==> config.mk <==
export PLATFORM = sky130hd
export DESIGN_NAME = seven_seg_driver
export DESIGN_NICKNAME = d
export VERILOG_FILES = /design/src/rtl/display_pkg.sv /design/src/rtl/bcd_to_7seg.sv /design/src/rtl/seven_seg_driver.sv
export SDC_FILE = /design/constraint.sdc
export NUM_CORES = 1
export LEC_CHECK = 0
export CORE_ASPECT_RATIO = 1.25
export CORE_UTILIZATION = 45
export CTS_CLUSTER_DIAMETER = 100
export CTS_CLUSTER_SIZE = 28
export DETAILED_ROUTE_END_ITERATION = 8
export PLACE_DENSITY_LB_ADDON = 0.2
export SETUP_SLACK_MARGIN = 0.3
export SLEW_MARGIN = 10
export SYNTH_ARGS = -nofsm -noshare
export SYNTH_HDL_FRONTEND = slang
export SYNTH_SLANG_ARGS = --single-unit
==> constraint.sdc <==
create_clock -name clk -period 2.6 [get_ports clk]
set_input_delay 0.52 -clock clk [delete_from_list [all_inputs] [get_ports clk]]
set_output_delay 0.52 -clock clk [all_outputs]
set_load 0.01 [all_outputs]
==> src/rtl/display_pkg.sv <==
// Shared constants for the 7-segment display path: active-low segment
// patterns ordered {g,f,e,d,c,b,a}, the anode-off value and digit slot indices.
package display_pkg;

    localparam logic [6:0] SEG_0     = 7'b1000000;
    localparam logic [6:0] SEG_1     = 7'b1111001;
    localparam logic [6:0] SEG_2     = 7'b0100100;
    localparam logic [6:0] SEG_3     = 7'b0110000;
    localparam logic [6:0] SEG_4     = 7'b0011001;
    localparam logic [6:0] SEG_5     = 7'b0010010;
    localparam logic [6:0] SEG_6     = 7'b0000010;
    localparam logic [6:0] SEG_7     = 7'b1111000;
    localparam logic [6:0] SEG_8     = 7'b0000000;
    localparam logic [6:0] SEG_9     = 7'b0010000;
    localparam logic [6:0] SEG_MINUS = 7'b0111111;
    localparam logic [6:0] SEG_E     = 7'b0000110;
    localparam logic [6:0] SEG_BLANK = 7'b1111111;

    localparam logic [3:0] AN_OFF = 4'b1111;

    // Slot index equals the anode bit driven low for that digit.
    localparam logic [1:0] IDX_UNITS    = 2'd0;
    localparam logic [1:0] IDX_TENS     = 2'd1;
    localparam logic [1:0] IDX_HUNDREDS = 2'd2;
    localparam logic [1:0] IDX_SIGN     = 2'd3;

endpackage

==> src/rtl/bcd_to_7seg.sv <==
// Combinational BCD digit to active-low segment pattern; non-BCD codes show "E".
module bcd_to_7seg
    import display_pkg::*;
(
    input  logic [3:0] digit,
    output logic [6:0] seg
);

    // Pure table lookup; the default arm doubles as the 10..15 error glyph.
    always_comb begin
        // NOTE: default assigned first so every path drives seg and no latch is inferred.
        seg = SEG_E;
        case (digit)
            4'd0: seg = SEG_0;
            4'd1: seg = SEG_1;
            4'd2: seg = SEG_2;
            4'd3: seg = SEG_3;
            4'd4: seg = SEG_4;
            4'd5: seg = SEG_5;
            4'd6: seg = SEG_6;
            4'd7: seg = SEG_7;
            4'd8: seg = SEG_8;
            4'd9: seg = SEG_9;
            default: seg = SEG_E;
        endcase
    end

endmodule

==> src/rtl/seven_seg_driver.sv <==
// Time-multiplexed 4-digit common-anode driver: sign, hundreds, tens, units.
// Inputs are snapshotted once per scan so a frame never mixes two values.
module seven_seg_driver
    import display_pkg::*;
#(
    parameter int DIV_BITS = 17
) (
    input  logic       clk,
    input  logic       reset,
    input  logic       display_en,
    input  logic       negative,
    input  logic [3:0] bcd_hundreds,
    input  logic [3:0] bcd_tens,
    input  logic [3:0] bcd_units,
    output logic [3:0] an,
    output logic [6:0] seg,
    output logic       dp
);

    localparam logic [DIV_BITS-1:0] PRESCALE_ONE = 1;

    logic [DIV_BITS-1:0] prescaler;
    logic                tick;
    logic [1:0]          idx;
    logic                sh_negative;
    logic [3:0]          sh_hundreds;
    logic [3:0]          sh_tens;
    logic [3:0]          sh_units;
    logic [3:0]          mux_digit;
    logic [6:0]          dec_seg;
    logic                blank;
    logic [3:0]          an_next;
    logic [6:0]          seg_next;

    assign tick = &prescaler;

    // Free-running refresh prescaler; wraps naturally.
    always_ff @(posedge clk) begin
        // NOTE: sequential state uses non-blocking assignments so all flops see pre-edge values.
        if (reset) prescaler <= '0;
        else       prescaler <= prescaler + PRESCALE_ONE;
    end

    // Slot index advances once per prescaler wrap.
    always_ff @(posedge clk) begin
        if (reset)     idx <= IDX_UNITS;
        else if (tick) idx <= idx + 2'd1;
    end

    // Shadow capture on the sign-to-units transition, same edge idx returns to 0.
    always_ff @(posedge clk) begin
        if (reset) begin
            sh_negative <= 1'b0;
            sh_hundreds <= '0;
            sh_tens     <= '0;
            sh_units    <= '0;
        end else if (tick && idx == IDX_SIGN) begin
            sh_negative <= negative;
            sh_hundreds <= bcd_hundreds;
            sh_tens     <= bcd_tens;
            sh_units    <= bcd_units;
        end
    end

    // Select the digit for the current slot and decide leading-zero blanking.
    always_comb begin
        mux_digit = sh_units;
        blank     = 1'b0;
        case (idx)
            IDX_UNITS:    mux_digit = sh_units;
            IDX_TENS: begin
                mux_digit = sh_tens;
                blank     = (sh_tens == 4'd0) && (sh_hundreds == 4'd0);
            end
            IDX_HUNDREDS: begin
                mux_digit = sh_hundreds;
                blank     = (sh_hundreds == 4'd0);
            end
            default:      blank = !sh_negative;
        endcase
    end

    bcd_to_7seg u_decode (
        .digit (mux_digit),
        .seg   (dec_seg)
    );

    // Apply blanking and the sign glyph after decode, then gate anodes by display_en.
    always_comb begin
        an_next  = AN_OFF;
        seg_next = SEG_BLANK;
        if (!blank) begin
            seg_next = (idx == IDX_SIGN) ? SEG_MINUS : dec_seg;
            an_next  = display_en ? ~(4'b0001 << idx) : AN_OFF;
        end
    end

    // Registered display outputs, one clock behind idx/shadow/display_en.
    always_ff @(posedge clk) begin
        if (reset) begin
            an  <= AN_OFF;
            seg <= SEG_BLANK;
            dp  <= 1'b1;
        end else begin
            an  <= an_next;
            seg <= seg_next;
            dp  <= 1'b1;
        end
    end

endmodule

# Word level (Yosys, flattened, before mapping)
# Memory sizes are Yosys's and may differ from the RTL's.
# Cells that the tools add are included.
# W data, S select, Z words.
[classes]
n_addsub = 2
n_eq_ne = 3
shift = 1
muxes = 3
bitwise_logic = 2
n_reduce_logical = 10
[op_table]
columns = ["op", "count"]
rows = [
  ["$add A17 B1 Y17 const B", 1],
  ["$reduce_and A17 Y1", 1],
  ["$logic_not A4 Y1", 2],
  ["$pmux W4 S2", 1],
  ["$mux W7", 1],
  ["$reduce_or A3 Y1", 2],
  ["$eq A2 B2 Y1 const B", 2],
  ["$not A4 Y4", 1],
  ["$shl A1 B2 Y4 const A", 1],
  ["$pmux W1 S3", 1],
  ["$add A2 B1 Y2 const B", 1],
  ["$eq A2 B1 Y1 const B", 1],
  ["$logic_and A1 B1 Y1", 2],
  ["$logic_not A2 Y1", 1],
  ["$reduce_or A2 Y1", 1],
  ["$logic_not A1 Y1", 1],
  ["$not A1 Y1", 1],
]
[word_totals]
ff_bits = 43
mem_bits_ro = 112
inputBits = 16
output_inout_bits = 12
word_cells = 31
mem_count = 1
[mem_list]
columns = ["memory", "depth", "word_bits", "rd", "rd_clocked_by_memory_dff", "write_ports", "line_no", "source"]
rows = [
  ["(no name shown)", 16, 7, 1, 0, 0, "bcd_to_7seg.sv:13", "case (digit)"],
]

# Depth between registers and ports, before layout
[logic_depth]
word_depth = 4
mapped_depth = 10
ltp_nobuf = 9

# Cells and area by module
# A second synthesis with hierarchy kept.
[unflattened]
hier_cells = 235
area_unflattened_um2 = 1963.1
[modules_own_cells]
columns = ["mod", "n_inst", "cells_per_inst", "area_each_um2", "seq_area_each_um2"]
rows = [
  ["seven_seg_driver", 1, 208, 1776.7, 860.8],
  ["bcd_to_7seg", 1, 27, 186.4, 0.0],
]

# Least setup slack after synthesis
# Ideal clock, no wire load.
[synth_path]
path_kind = "reg2reg"
startpoint = "register idx[0]"
endpoint = "register seg[3]"
setup_time_ps = 146
arrival_time_ps = 1878
required_time_ps = 2454
path_slack_ps = 576
stages_incl_launch_ff = 10
n_path_buf = 1
period_less_slack_ps = 2024
path_cell_list = "dfxtp_1 > inv_1 > ha_1 > buf_2 > nor2_1 > a21oi_1 > inv_1 > ha_1 > mux2i_1 > o21ai_0"
[synth_between]
elab_chain_len = 3
word_cells_on_any_way = 8
cone_classes = "3 x eq/ne; 2 x mux; 2 x reduce/logical; 1 x memory"
[synth_lines]
columns = ["item", "line_no", "source"]
rows = [
  ["start, declared", "seven_seg_driver.sv:24", "logic [1:0] idx;"],
  ["start signal, assigned", "seven_seg_driver.sv:47", "else if (tick) idx <= idx + 2'd1;"],
  ["$eq A2 B2 Y1, or another cell as far along", "seven_seg_driver.sv:69", "case (idx)"],
  ["$pmux W4 S2 / $pmux W1 S3 (equally long branches)", "seven_seg_driver.sv:69", ""],
  ["$mem_v2 Z16 W7 / $reduce_or A3 Y1 (equally long branches)", "--", ""],
  ["end signal, assigned", "seven_seg_driver.sv:106", "seg <= seg_next;"],
  ["end, declared", "seven_seg_driver.sv:16", "output logic [6:0] seg,"],
]
# Several ways; a longest one is shown, not always the timed one.
# A chain may end at the register's enable or synchronous reset.

# Worst setup path after layout
[layout_path]
startpoint = "register idx[0]"
endpoint = "register seg[1]"
# The elaborated chain is that of the path after synthesis.

==> qor.yml <==
timing:
  fmax_ghz: 0.473
  rsz0062_at_grt: "yes"
  max_slew.worst_pin.slew_ns: 0.605
  hold_slack_ns: 0.458
  relSlewSlack: 0.594
  hold_violations: 0
  setup_violations: 0
  fin_setup_tns_ns: 0
  min_period_ns: 2.11
  slew_viol_final: 0
  period_share: 0.813
  fin_worst_skew_ns: 0.0118
routing:
  finalWirelength_um: 3470
  first_pass_iters: 4
  viasPerCell: 4.99
  ant_nets: 0
  wl_per_cell_um: 11.6
  num_vias: 1491
  post-route-drc-count: 0
  first_iter_violations: 42
power_and_ir_drop:
  ir_drop_mv: 0.420
  seqPwrFrac: 0.548
  pwr-share-comb: 0.051
  p_int_w: 0.000987
  finalPower_w: 0.00123
  power_leakage_nw: 0.916
  pwr-share-clk: 0.401
  p_sw_w: 0.000243
  swShare: 0.198
  power_density_nw_per_um2: 518
floorplanning:
  initial_core_util: 0.473
  dieArea_sq_um: 4610
  io_pins: 28
  fp.dieH_um: 75.7
  dieWidth_um: 60.9
  core-area_sq_um: 4130
  fp-row-count: 26
placed_design:
  dpl.hpwl_um: 2470
  gp_congestion: 0.801
  placedCellCount: 292
  port_buffers: 26
clock_tree:
  ctsLongestPathBuffers: 2
  holdBufCountCts: 0
  cts_made_buffers: 5
  clockRootBuffer: "clkbuf_8"
  numClockSinks: 43
  clk_latency_ns: 0.29
  cts_htree_levels: 2
  clk_pin_slew_ns: 0.08
  tritoncts: "yes"
layout:
  syn2layout_area_growth_pct: 21.5
  layout.area.seq_sq_um: 861
  drive_above_1_share: 0.0823
  fillers: 399
  multi_input_area_sq_um: 1030
  diodes: 0
  fin_cells: 299
  nNetsFinal: 272
yosys:
  yosysWarningCount: 0
  synth_top_area_frac: 0.440
  synthFlopType: "dfxtp_1"
  yosys.area.top_type: "dfxtp_1"
  synth_area_sq_um: 1950
  ys_seq_area_frac: 0.440
  yosys.cell_types.count: 42
  postSynthCellCount: 216
  ys_ff_latch: 43
  ys_top_cells_by_area: "dfxtp_1 (44%), ha_1 (8.3%), nand2_1 (6.9%)"
  synth_enable_flop_cells: 0
  async_reset_ff_frac: 0
  synthesis.nets: 245
  syn_area_per_cell_sq_um: 9.05
min_path:
  min_path_cells: 2
  hold_path_class: "reg -> reg"
critical_path:
  reg2regPathDepth: 8
  cp.arrival_ns: 2.26
  crit_path_cell_trace: "inv_1, ha_2, mux2i_2, inv_1, ha_1, inv_1, nor2_1, o21ai_0"
  slowest_delay_ns: 0.46
  endpoint_kind: "flop"
  start_kind: "flop"
  path_depth: 8
  worstPathRequired_ns: 2.75
  timing.critical_path.buf_inv: 3
  path_delay_family: "adder cells"
  cp_max_fo: 7
  crit_type: "reg -> reg"
  cpMostUsedCell: "inv_1"
  crit_slowest_cell: "dfxtp_1"
global_routing:
  grt_pass1_vias: 1282
  grt_max_degree: 35
  grt.overflow.total: 0
  antenna_found_initial: 0
  grt_pass1_wl_um: 5710
  grtUsageTotal: 0.171
flow_run:
  max-cap-violations: 0
run_status:
  status: "completed"
-- routing by layer --
| layer | up-vias | GRT usage | share of wire |
|---|---|---|---|
| met5 | - | 0 | 0 |
| met4 | 0 | 0.0758 | 0.017 |
| met3 | 5 | 0.0543 | 0.039 |
| met2 | 27 | 0.269 | 0.47 |
| met1 | 680 | 0.214 | 0.47 |
| li1 | 779 | - | - |
-- cell usage after synthesis, types with 3 or more instances --
library cell	count
xor2_1	4
nand2_1	36
nand3_1	3
dfxtp_1	43
mux2i_1	4
xnor2_1	8
o21ai_0	7
clkbuf_1	6
nor2_1	20
a21oi_1	19
ha_1	13
and2_1	3
inv_1	9
a21o_1	3
nor4_1	3
nor3_1	3
nor2b_1	3
-- through the flow --
step / cell area (sq um) / utilization / setup slack, ns
finish: 2370 / 0.575 / 0.486
global route: 2370 / 0.575 / 0.262
CTS: 2370 / 0.573 / 0.343
detailed placement: 2260 / 0.548 / 0.359
global placement: 2260 / 0.548 / 0.367
floorplan: 1950 / - / 0.576
-- path summary, 6_finish.rpt --
check              startpoint     endpoint  slack [ns]
hold / removal    sh_units[3]  sh_units[3]        0.46
setup / recovery       idx[0]       seg[1]        0.49
setup reg to reg       idx[0]       seg[1]        0.49
hold reg to reg   sh_units[3]  sh_units[3]        0.46
-- power by group through the flow --
stage / clock network, W / registers (W) / logic (W)
global placement: 0 / 0.000689 / 0.0000644
detailed placement: 0 / 0.000689 / 0.0000639
finish: 0.000493 / 0.000673 / 0.0000631
CTS: 0.000512 / 0.000674 / 0.0000641
floorplan: 0 / 0.000692 / 0.0000219
global route: 0.000539 / 0.000675 / 0.0000689
-- cell families after synthesis --
kind of cell,share of synthesized area
AO/OA/AOI/OAI,0.118
XOR/XNOR,0.0538
adder cells (fa/ha/maj),0.0832
buffers and inverters,0.0352
flip-flops,0.440
multiplexers,0.0455
other,0.00192
AND/OR/NAND/NOR,0.222
-- worst min-delay path, delay by kind of cell (launching register included) --
kind               cells  cell delay [ns]
DFF                    1             0.31
AOI/OAI and AO/OA      1             0.05
and+or+nand+nor        1             0.05
-- final cells by class --
type	count	area share
clock buffers	6	0.0306
flip-flops and latches	43	0.362
multi-input cells	156	0.435
repair buffers	28	0.116
well taps	56	0.0295
inverters	9	0.0142
clock inverters	1	0.0126
-- state kept, by name (all words and copies together) (netlist names) --
name and count:
sh_hundreds 4, sh_negative 1, sh_units 4, an 4
sh_tens 4, idx 2, prescaler 17, seg 7
-- timing repair --
action / CTS / global route
gates resized for setup: 0 / 3
setup endpoints to repair: 0 / 19
buffers inserted: 0 / 0
-- placed cells by master (no fill, tap or decap), types with 2 or more instances in the layout --
cell             instances
nor4_1                   3
a22o_1                   2
inv_1                    9
nor2_1                  20
nand4_1                  2
clkbuf_8                 5
and2_1                   2
xnor2_1                  8
nor3_1                   3
ha_1                    12
nand3_1                  3
a21oi_1                 19
a21o_1                   3
nand2_1                 36
buf_4                    2
mux2i_1                  3
xor2_1                   4
clkdlybuf4s50_1         26
dfxtp_1                 43
nor2b_1                  3
a211oi_1                 2
a22oi_1                  2
o21ai_0                  7
No activity file was read; power rests on OpenSTA's default activity.
